### src/rtl/i2c_eeprom_seq.sv
// Byte-level sequencer for single-byte I2C EEPROM writes and random reads.
// It drives a byte engine through start/address/data phases and polls the
// device address to ride out the EEPROM internal write cycle.
module i2c_eeprom_seq #(
  parameter int unsigned RETRY_MAX = 4
) (
  input  logic        clk,
  input  logic        rst_n,
  input  logic        req_i,
  input  logic        we_i,
  input  logic [6:0]  dev_addr_i,
  input  logic [15:0] addr_i,
  input  logic [7:0]  wdata_i,
  output logic        gnt_o,
  output logic        rvalid_o,
  output logic        err_o,
  output logic [7:0]  rdata_o,
  output logic        busy_o,
  output logic        cmd_start_o,
  output logic        cmd_stop_o,
  output logic        cmd_write_o,
  output logic        cmd_read_o,
  output logic        cmd_ack_o,
  output logic [7:0]  cmd_din_o,
  input  logic        cmd_done_i,
  input  logic        cmd_rxack_i,
  input  logic [7:0]  cmd_dout_i
);

  localparam int unsigned CNT_W = (RETRY_MAX < 1) ? 1 : $clog2(RETRY_MAX + 1);

  typedef enum logic [3:0] {
    S_IDLE, S_DEV_W, S_ADDR_HI, S_ADDR_LO, S_WR_DATA,
    S_DEV_R, S_RD_DATA, S_ABORT, S_DONE
  } state_t;

  state_t             r_state;
  state_t             w_next;
  logic               r_we;
  logic [6:0]         r_dev;
  logic [15:0]        r_addr;
  logic [7:0]         r_wdata;
  logic [CNT_W-1:0]   r_cnt;
  logic               r_err;
  logic               r_retry;
  logic [7:0]         r_rdata;

  logic               w_latch;
  logic               w_cnt_inc;
  logic               w_set_err;
  logic               w_ld_retry;
  logic               w_retry_val;
  logic               w_cap;
  logic [CNT_W-1:0]   w_cnt_nxt;

  // Saturating increment of the address-poll counter
  assign w_cnt_nxt = (r_cnt == CNT_W'(RETRY_MAX)) ? r_cnt : r_cnt + CNT_W'(1);

  // State register
  always_ff @(posedge clk or negedge rst_n) begin
    if (!rst_n) r_state <= S_IDLE;
    else        r_state <= w_next;
  end

  // Next-state and datapath control strobes
  always_comb begin
    w_next      = r_state;
    w_latch     = 1'b0;
    w_cnt_inc   = 1'b0;
    w_set_err   = 1'b0;
    w_ld_retry  = 1'b0;
    w_retry_val = 1'b0;
    w_cap       = 1'b0;
    case (r_state)
      S_IDLE: begin
        if (req_i) begin
          w_latch = 1'b1;
          w_next  = S_DEV_W;
        end
      end
      S_DEV_W: begin
        if (cmd_done_i) begin
          if (!cmd_rxack_i) begin
            w_next = S_ADDR_HI;
          end else begin
            w_cnt_inc   = 1'b1;
            w_ld_retry  = 1'b1;
            w_retry_val = (w_cnt_nxt < CNT_W'(RETRY_MAX));
            w_set_err   = ~w_retry_val;
            w_next      = S_ABORT;
          end
        end
      end
      S_ADDR_HI, S_ADDR_LO, S_WR_DATA, S_DEV_R: begin
        if (cmd_done_i) begin
          if (cmd_rxack_i) begin
            w_set_err  = 1'b1;
            w_ld_retry = 1'b1;
            w_next     = S_ABORT;
          end else begin
            case (r_state)
              S_ADDR_HI: w_next = S_ADDR_LO;
              S_ADDR_LO: w_next = r_we ? S_WR_DATA : S_DEV_R;
              S_WR_DATA: w_next = S_DONE;
              default:   w_next = S_RD_DATA;
            endcase
          end
        end
      end
      S_RD_DATA: begin
        if (cmd_done_i) begin
          w_cap  = 1'b1;
          w_next = S_DONE;
        end
      end
      S_ABORT: begin
        if (cmd_done_i) w_next = r_retry ? S_DEV_W : S_DONE;
      end
      S_DONE:  w_next = S_IDLE;
      default: w_next = S_IDLE;
    endcase
  end

  // Transaction fields, retry bookkeeping, error flag and read data
  always_ff @(posedge clk or negedge rst_n) begin
    if (!rst_n) begin
      r_we    <= 1'b0;
      r_dev   <= 7'd0;
      r_addr  <= 16'd0;
      r_wdata <= 8'd0;
      r_cnt   <= '0;
      r_err   <= 1'b0;
      r_retry <= 1'b0;
      r_rdata <= 8'd0;
    end else begin
      if (w_latch) begin
        r_we    <= we_i;
        r_dev   <= dev_addr_i;
        r_addr  <= addr_i;
        r_wdata <= wdata_i;
        r_cnt   <= '0;
        r_err   <= 1'b0;
        r_retry <= 1'b0;
      end
      if (w_cnt_inc)  r_cnt   <= w_cnt_nxt;
      if (w_set_err)  r_err   <= 1'b1;
      if (w_ld_retry) r_retry <= w_retry_val;
      if (w_cap)      r_rdata <= cmd_dout_i;
    end
  end

  // Byte-engine command decode; depends on state only so it is stable per phase
  always_comb begin
    cmd_start_o = 1'b0;
    cmd_stop_o  = 1'b0;
    cmd_write_o = 1'b0;
    cmd_read_o  = 1'b0;
    cmd_ack_o   = 1'b0;
    cmd_din_o   = 8'h00;
    case (r_state)
      S_DEV_W: begin
        cmd_start_o = 1'b1;
        cmd_write_o = 1'b1;
        cmd_din_o   = {r_dev, 1'b0};
      end
      S_ADDR_HI: begin
        cmd_write_o = 1'b1;
        cmd_din_o   = r_addr[15:8];
      end
      S_ADDR_LO: begin
        cmd_write_o = 1'b1;
        cmd_din_o   = r_addr[7:0];
      end
      S_WR_DATA: begin
        cmd_write_o = 1'b1;
        cmd_stop_o  = 1'b1;
        cmd_din_o   = r_wdata;
      end
      S_DEV_R: begin
        cmd_start_o = 1'b1;
        cmd_write_o = 1'b1;
        cmd_din_o   = {r_dev, 1'b1};
      end
      S_RD_DATA: begin
        cmd_read_o = 1'b1;
        cmd_stop_o = 1'b1;
        cmd_ack_o  = 1'b1;
      end
      S_ABORT: cmd_stop_o = 1'b1;
      default: ;
    endcase
  end

  assign gnt_o    = (r_state == S_IDLE) & req_i;
  assign rvalid_o = (r_state == S_DONE);
  assign busy_o   = (r_state != S_IDLE);
  assign err_o    = r_err;
  assign rdata_o  = r_rdata;

endmodule
### config.mk
export PLATFORM = sky130hd
export DESIGN_NAME = i2c_eeprom_seq
export DESIGN_NICKNAME = d
export VERILOG_FILES = /design/src/rtl/i2c_eeprom_seq.sv
export SDC_FILE = /design/constraint.sdc
export NUM_CORES = 1
export LEC_CHECK = 0
export ABC_AREA = 1
export CORE_MARGIN = 10
export CORE_UTILIZATION = 47
export DETAILED_ROUTE_END_ITERATION = 7
export GPL_TIMING_DRIVEN = 1
export PLACE_DENSITY = 0.8
export SLEW_MARGIN = 15
export SYNTH_ARGS = -nofsm -noshare
export SYNTH_HDL_FRONTEND = slang
export SYNTH_SLANG_ARGS = --single-unit
### constraint.sdc
create_clock -name clk -period 1.8 [get_ports clk]
set_clock_uncertainty 0.1 [all_clocks]
set_input_delay 0.36 -clock clk [delete_from_list [all_inputs] [get_ports clk]]
set_output_delay 0.36 -clock clk [all_outputs]
set_load 0.1 [all_outputs]
Yosys cells after proc, flatten, opt, wreduce, memory -nomap -nowiden. Cells that the tools add are included.

Input bits: 45. Logic and storage cells: 73. Flip-flop bits (word level): 49. Output and inout bits: 25.

Bitwise gates (word level): 2. Mux-type cells: 36. Reduce and logical (&&, ||, !) cells: 10. $add $sub $neg: 1. Equality and inequality tests: 14. Order comparisons: 1.

Operator list (number): 8-bit case mux with 5 select lines (1); 4-bit two-way mux (7); 1-bit two-way mux (21); 4-bit case mux with 5 select lines (1); 4-bit by 3-bit equality test with 1-bit output (second input constant) (4); 3-bit two-way mux (4); 4-bit case mux with 3 select lines (1); 2-bit != test (second input constant) (5); 4-bit by 2-bit equality test with 1-bit output (second input constant) (2); 2-bit nonzero test (3); 5-bit AND reduction (1); 5-bit OR reduction (1); 4-bit by 1-bit equality test with 1-bit output (second input constant) (1); 4-bit equality test (second input constant) (1); 4-bit logical NOT (1); 4-bit nonzero test (1); 4-bit OR reduction (1); 3-bit by 1-bit adder with 3-bit output (second input constant) (1); 3-bit equality test (second input constant) (1); 3-bit less-than comparator (second input constant) (1); 3-bit OR reduction (1); 1-bit case mux with 2 select lines (1); 2-bit OR reduction (1); 1-bit AND (1); 1-bit inverter (1).

Depth between registers and ports, before layout. Gate-level depths: netlist of run 1.

Word-level depth: 8. Mapped depth: 9. Mapped depth without buffers: 9.

Worst setup path before layout of run 1. OpenSTA, ideal clock, no wires.

Path kind: register to output. Start point: register r_state[1]. End point: output port cmd_din_o[0]. Path buffers: 0. Path slack: -1.020 ns. Required time: 1.340 ns. Cell stages (with the launch flop): 5. Data arrival time: 2.360 ns. Cell sequence: dfrtp_1 > inv_1 > nor2_1 > nand2_1 > o221ai_1.

Longest elaborated chain between the ends: 2. Elaborated cells between the ends (all ways): 6. Those cells by class: 5 x eq/ne; 1 x mux.

RTL lines: from (decl) (RTL line 37) `state_t r_state;`; from (signal assigned) (RTL line 62) `else r_state <= w_next;`; 4-bit by 3-bit equality test with 1-bit output, or another cell as far along (RTL line 160) `case (r_state)`; 8-bit case mux with 5 select lines (*) (RTL line 160); to (decl) (RTL line 24) `output logic [7:0] cmd_din_o,`.

Every way passes the cells marked *; elsewhere a longest branch is shown, timed or not.

Worst setup path after layout of run 1.
Start point: register r_state[0]. End point: output port cmd_write_o.

Longest elaborated chain between the ends: 3. Elaborated cells between the ends (all ways): 7. Those cells by class: 5 x eq/ne; 1 x mux; 1 x reduce/logical.

RTL lines: 4-bit by 3-bit equality test with 1-bit output, or another cell as far along (RTL line 160); 5-bit OR reduction (no line) (*); 1-bit two-way mux (*) (RTL line 160); to (decl) (RTL line 21) `output logic cmd_write_o,`.

Marks and branches as above.

==> results_dict.tcl, run 1 <==
set metrics [dict create \
    status "finished with violations" \
    violations "setup timing" \
    grtUsageTotal_pct 19.39 \
    nets 462 \
    critPathLaunchType "register" \
    vias 2821 \
    synth_edf_count 0 \
    fp.dieArea_sq_um 8279 \
    slew_headroom_pct 67.27 \
    grt_overflow 0 \
    syn_avg_cell_area_sq_um 7.715 \
    synth_common_cells "nand2_1 (131), dfrtp_1 (49), inv_1 (32)" \
    cts.clk_slew.worst_paths_ns 0.10 \
    initial_utilization_pct 49.17 \
    slowest_stage "dfrtp_2" \
    io_pins 70 \
    hold_class "reg -> reg" \
    yosys_most_used_dff "dfrtp_1" \
    finalSetupViolCount 42 \
    layout_setup_ws_ns -0.4073 \
    grt_pass1_wl_microns 13190 \
    drt_wl_total_microns 10870 \
    cts_tree "done" \
    dr.pass1.iters 5 \
    wire_per_inst_microns 22.50 \
    grt_max_degree 32 \
    cp.required_ns 1.34 \
    cts.sinks 49 \
    drive_above_1_share_pct 36.30 \
    slew_violations 0 \
    drt_iter0_markers 334 \
    synth_top_cell_by_area "dfrtp_1" \
    yosysMostFrequentCell "nand2_1" \
    synth_fp_nets 354 \
    ys_top_cells_by_area "dfrtp_1 (52%), nand2_1 (21%), inv_1 (5.1%)" \
    clock_latency_ns 0.31 \
    hpwl_microns 5562 \
    cp-end-kind "primary output" \
    arrival_ns 1.75 \
    worst_pin_slew_ns 0.4909 \
    ant_nets 0 \
    num_rows 25 \
    fin_crit_ns 2.207 \
    fin_tns_setup_ns -6.886 \
    cp_max_fo 6 \
    htree_levels 2 \
    cp_cell_sequence "inv_2, nor2_4, nand2_4, buf_4, nand4_1, buf_12" \
    fmax_ghz 0.4530 \
    gp_congestion 0.9127 \
    vias_per_cell 5.841 \
    antenna_cells 0 \
    critPathKind "reg -> out" \
    port_buffers 69 \
    ys_warn_count 0 \
    drv_cap 0 \
    yosysUniqueCellTypes 23 \
    die_w_microns 90.99 \
    period_share_pct 122.6 \
    synth-seq-area-share_pct 51.77 \
    die_y_microns 90.99 \
    async_flop_share_pct 100.0 \
    synthCells 307 \
    antenna_found_initial 0 \
    rsz0062_at_grt "yes" \
    hold_viol 0 \
    clock-root-buffer "clkbuf_8" \
    drc 0 \
    place_inst 454 \
    max_stage_delay_ns 0.49 \
    first_global_vias 2652 \
    synth_area_sq_um 2369 \
    hold-worst-slack_ns 0.3949 \
    syn_to_final_growth_pct 79.45 \
    coreArea_sq_um 4817 \
    cts_made_buffers 5 \
    post-route-util_pct 88.23 \
    stdcell_count 483 \
    synth_seq_cells 49 \
    cts.path.max_buffers 2 \
    synth_top_area_share_pct 51.77 \
]
## area by class of cell
class | count | area [sq um]
repair buffers | 110 | 1380
multi-input cells | 215 | 1286
flip-flops and latches | 49 | 1231
fillers | 196 | 566.8
inverters | 34 | 148.9
well taps | 67 | 83.83
clock buffers | 6 | 82.58
clock inverters | 2 | 37.54
## registers in the layout (all words and copies together) (netlist names)
register and flops:
r_cnt 3, err_o 1, r_dev 7, r_state 4, r_we 1, rdata_o 8
r_wdata 8, r_retry 1, r_addr 16
## worst max-delay path, delay by kind of cell (launching register included)
family	cells	cell delay, ns
DFF	1	0.49
and+or+nand+nor	3	0.48
buffers and inverters	3	0.45
## layer usage
layer / wire (microns) / vias to the layer above / track usage (%) / part of all wire (%)
met1: 4025 / 1303 / 22.91 / 37
li1: - / 1184 / - / -
met2: 5265 / 272 / 32.76 / 48
met5: 0 / - / 0 / 0
met3: 1004 / 62 / 4.444 / 9.2
met4: 572 / 0 / 8.877 / 5.3
## layout by cell type, fill, tap and decap left out, types with 3 or more instances in the layout
| cell type | n |
|---|---|
| a21oi_1 | 3 |
| a21oi_2 | 7 |
| buf_12 | 28 |
| buf_4 | 25 |
| buf_6 | 7 |
| clkbuf_8 | 6 |
| clkdlybuf4s50_1 | 43 |
| dfrtp_1 | 45 |
| dfrtp_2 | 4 |
| inv_1 | 23 |
| inv_2 | 5 |
| inv_4 | 4 |
| nand2_1 | 100 |
| nand2_2 | 16 |
| nand2_4 | 15 |
| nand3_1 | 16 |
| nor2_1 | 8 |
| nor2_4 | 9 |
| o21ai_0 | 3 |
| o21ai_1 | 15 |
| o22ai_2 | 6 |
## worst paths after layout
check	from	endpoint	slack (ns)	cells past startpoint
min in group asynchronous	rst_n	r_dev[6]	0.43	2
min	r_addr[13]	r_addr[13]	0.39	2
max	r_state[0]	cmd_write_o	-0.41	6
min reg2reg	r_addr[13]	r_addr[13]	0.39	2
max reg2reg	r_state[1]	r_wdata[6]	-0.15	11
max in group asynchronous	rst_n	r_state[3]	0.61	3
## per-stage QoR
step / worst slack [ns] / instance area (sq um)
floorplan: -0.4262 / 2475
global placement: 0.007944 / 3643
detailed placement: -0.04367 / 3643
CTS: -0.3095 / 3976
global route: -0.4070 / 4250
finish: -0.4073 / 4250
## repair_timing
action	in CTS	in global routing
resized for setup	38	55
hold buffers	1	0
pin swaps	10	13
endpoints found under the hold margin	18	0
buffers inserted	8	12
endpoints found under the setup margin	16	46
cloned	0	2
## logic make-up (layout without fill, tap and decap cells)
logic type	after synthesis	in the layout	synth area share [%]
AO/OA/AOI/OAI	42	42	9.668
flip-flops	49	49	51.77
AND/OR/NAND/NOR	170	170	29.74
adder cells (fa/ha/maj)	2	2	1.056
XOR/XNOR	1	1	0.3699
buffers and inverters	43	152	7.396
Power of run 1 is left out: the tool's default activity adds up to more than one toggle a clock period on the data nets, which glitch-free logic cannot reach.
==> inputs of run 2 (changes only) <==
--- a/config.mk
+++ b/config.mk
@@ -7,10 +7,11 @@
 export LEC_CHECK = 0
 export ABC_AREA = 1
 export CORE_MARGIN = 10
-export CORE_UTILIZATION = 47
+export CORE_UTILIZATION = 49
+export CTS_BUF_LIST = sky130_fd_sc_hd__clkbuf_2
 export DETAILED_ROUTE_END_ITERATION = 7
 export GPL_TIMING_DRIVEN = 1
-export PLACE_DENSITY = 0.8
+export PLACE_DENSITY = 0.9
 export SLEW_MARGIN = 15
 export SYNTH_ARGS = -nofsm -noshare
 export SYNTH_HDL_FRONTEND = slang
==> run 2 against run 1 <==
Compared with the run above: first-iteration DRC count increased by 10%; via count decreased by 5.4%; the flow still finishes with violations (setup timing); final area is 6.3% lower; sequential share of layout area rose by 1.9 points; critical endpoint is now cmd_din_o[3]; die area is 3.2% lower; utilization fell by 3.4 points; highest routed layer unchanged; wire length fell by 18%; worst hold slack got worse by 0.18 ns.
==> results_dict.tcl, run 2 (synthesis gave the netlist of run 1 again) <==
set metrics [dict create \
    fin_crit_ns 2.329 \
    layout_common_cells "nand2_1 (113), dfrtp_1 (45), clkdlybuf4s50_1 (43), buf_12 (29), inv_1 (24)" \
    top_register "r_addr" \
    first_global_vias 2459 \
    rsz0062_at_grt "yes" \
    wire_per_inst_microns 19.42 \
    period_share_pct 129.4 \
    antenna_cells 0 \
    io_pins 70 \
    worst_pin_slew_ns 0.4434 \
    num_rows 25 \
    hpwl_microns 5650 \
    grt_overflow 0 \
    die_w_microns 89.53 \
    clock_latency_ns 0.43 \
    die_y_microns 89.53 \
    cp.required_ns 1.34 \
    r2r-start "r_state[3]" \
    rr_endpoint "r_state[1]" \
    cts.path.max_buffers 2 \
    clock-root-buffer "clkbuf_2" \
    violations "setup timing" \
    cts.clk_slew.worst_paths_ns 0.27 \
    initial_utilization_pct 50.48 \
    preCtsSetupSlack_ns -0.1225 \
    hold_viol 0 \
    dr.pass1.iters 5 \
    drc 0 \
    place_area_sq_um 3575 \
    nets 453 \
    cp_max_fo 6 \
    layout_setup_ws_ns -0.5286 \
    status "finished with violations" \
    cts_made_buffers 5 \
    port_buffers 69 \
    slew_headroom_pct 70.44 \
    ant_nets 0 \
    final_common_cell "nand2_1" \
    vias_per_cell 5.792 \
    drive_above_1_share_pct 29.73 \
    slew_violations 0 \
    largest_register_ffs 16 \
    drt_iter0_markers 369 \
    fill_cells 240 \
    finalSetupViolCount 41 \
    drt_wl_total_microns 8952 \
    grt_max_degree 33 \
    drv_cap 0 \
    grtUsageTotal_pct 19.55 \
    critPathKind "reg -> out" \
    r2r_cells 9 \
    reg2reg_slack_ns -0.09 \
    fin_area_sq_um 3983 \
    syn_to_final_growth_pct 68.15 \
    cp-end-kind "primary output" \
    critPathLaunchType "register" \
    vias 2670 \
    coreArea_sq_um 4692 \
    grt_pass1_wl_microns 12010 \
    fin_tns_setup_ns -7.733 \
    fmax_ghz 0.4294 \
    cts.sinks 49 \
    htree_levels 2 \
    gp_congestion 0.9242 \
    antenna_found_initial 0 \
    cts_tree "done" \
    arrival_ns 1.87 \
    fp.dieArea_sq_um 8015 \
    hold_class "in -> async" \
]
[run 2: how the worst max path moves through the flow]
stage	startpoint	to	cells after the start
final	r_state[3]	cmd_din_o[3]	6
after global routing	r_state[3]	cmd_din_o[3]	6
after CTS	r_state[0]	cmd_din_o[7]	7
after detailed placement	r_state[0]	cmd_din_o[4]	7
after global placement	r_state[0]	cmd_din_o[5]	7
after floorplan	r_state[0]	r_retry	7
[run 2: layer usage]
metal  track usage, %  routed length, microns
met1            22.75                    3299
met5                0                       0
met2            33.53                    4301
met4            7.081                     404
met3            5.378                     947
[run 2: area by class of cell]
type                       count  area [sq um]  share of cell area [%]
timing repair buffer         101          1279                   32.11
sequential                    49          1231                   30.91
multi-input combinational    215          1197                   30.07
inverter                      34         141.4                   3.550
tap                           54         67.56                   1.697
clock inverter                 3         41.29                   1.037
clock buffer                   5         25.02                  0.6283
[run 2: per-stage QoR]
step,hold WS [ns],utilization [%],cells
after floorplan,-0.03559,-,307
after detailed placement,0.2268,76.19,439
after global routing,0.2127,84.88,461
final,0.2146,84.88,461
after global placement,0.2222,76.19,439
after CTS,0.2411,81.12,453
[run 2: timing repair]
action,CTS,global route
resized for setup,34,19
hold buffers,1,0
cloned,0,2
endpoints found under the hold margin,17,0
setup endpoints to repair,16,34
pin swaps,8,8
buffers inserted,6,7
[run 2: critical path, cell delays in order (launching register included)]
cell,delay [ns]
dfrtp_2,0.52
inv_2,0.14
nand2_2,0.12
nor2_4,0.25
nand2_1,0.14
nand2_4,0.10
buf_12,0.17
Power of run 2 is left out for the same reason.
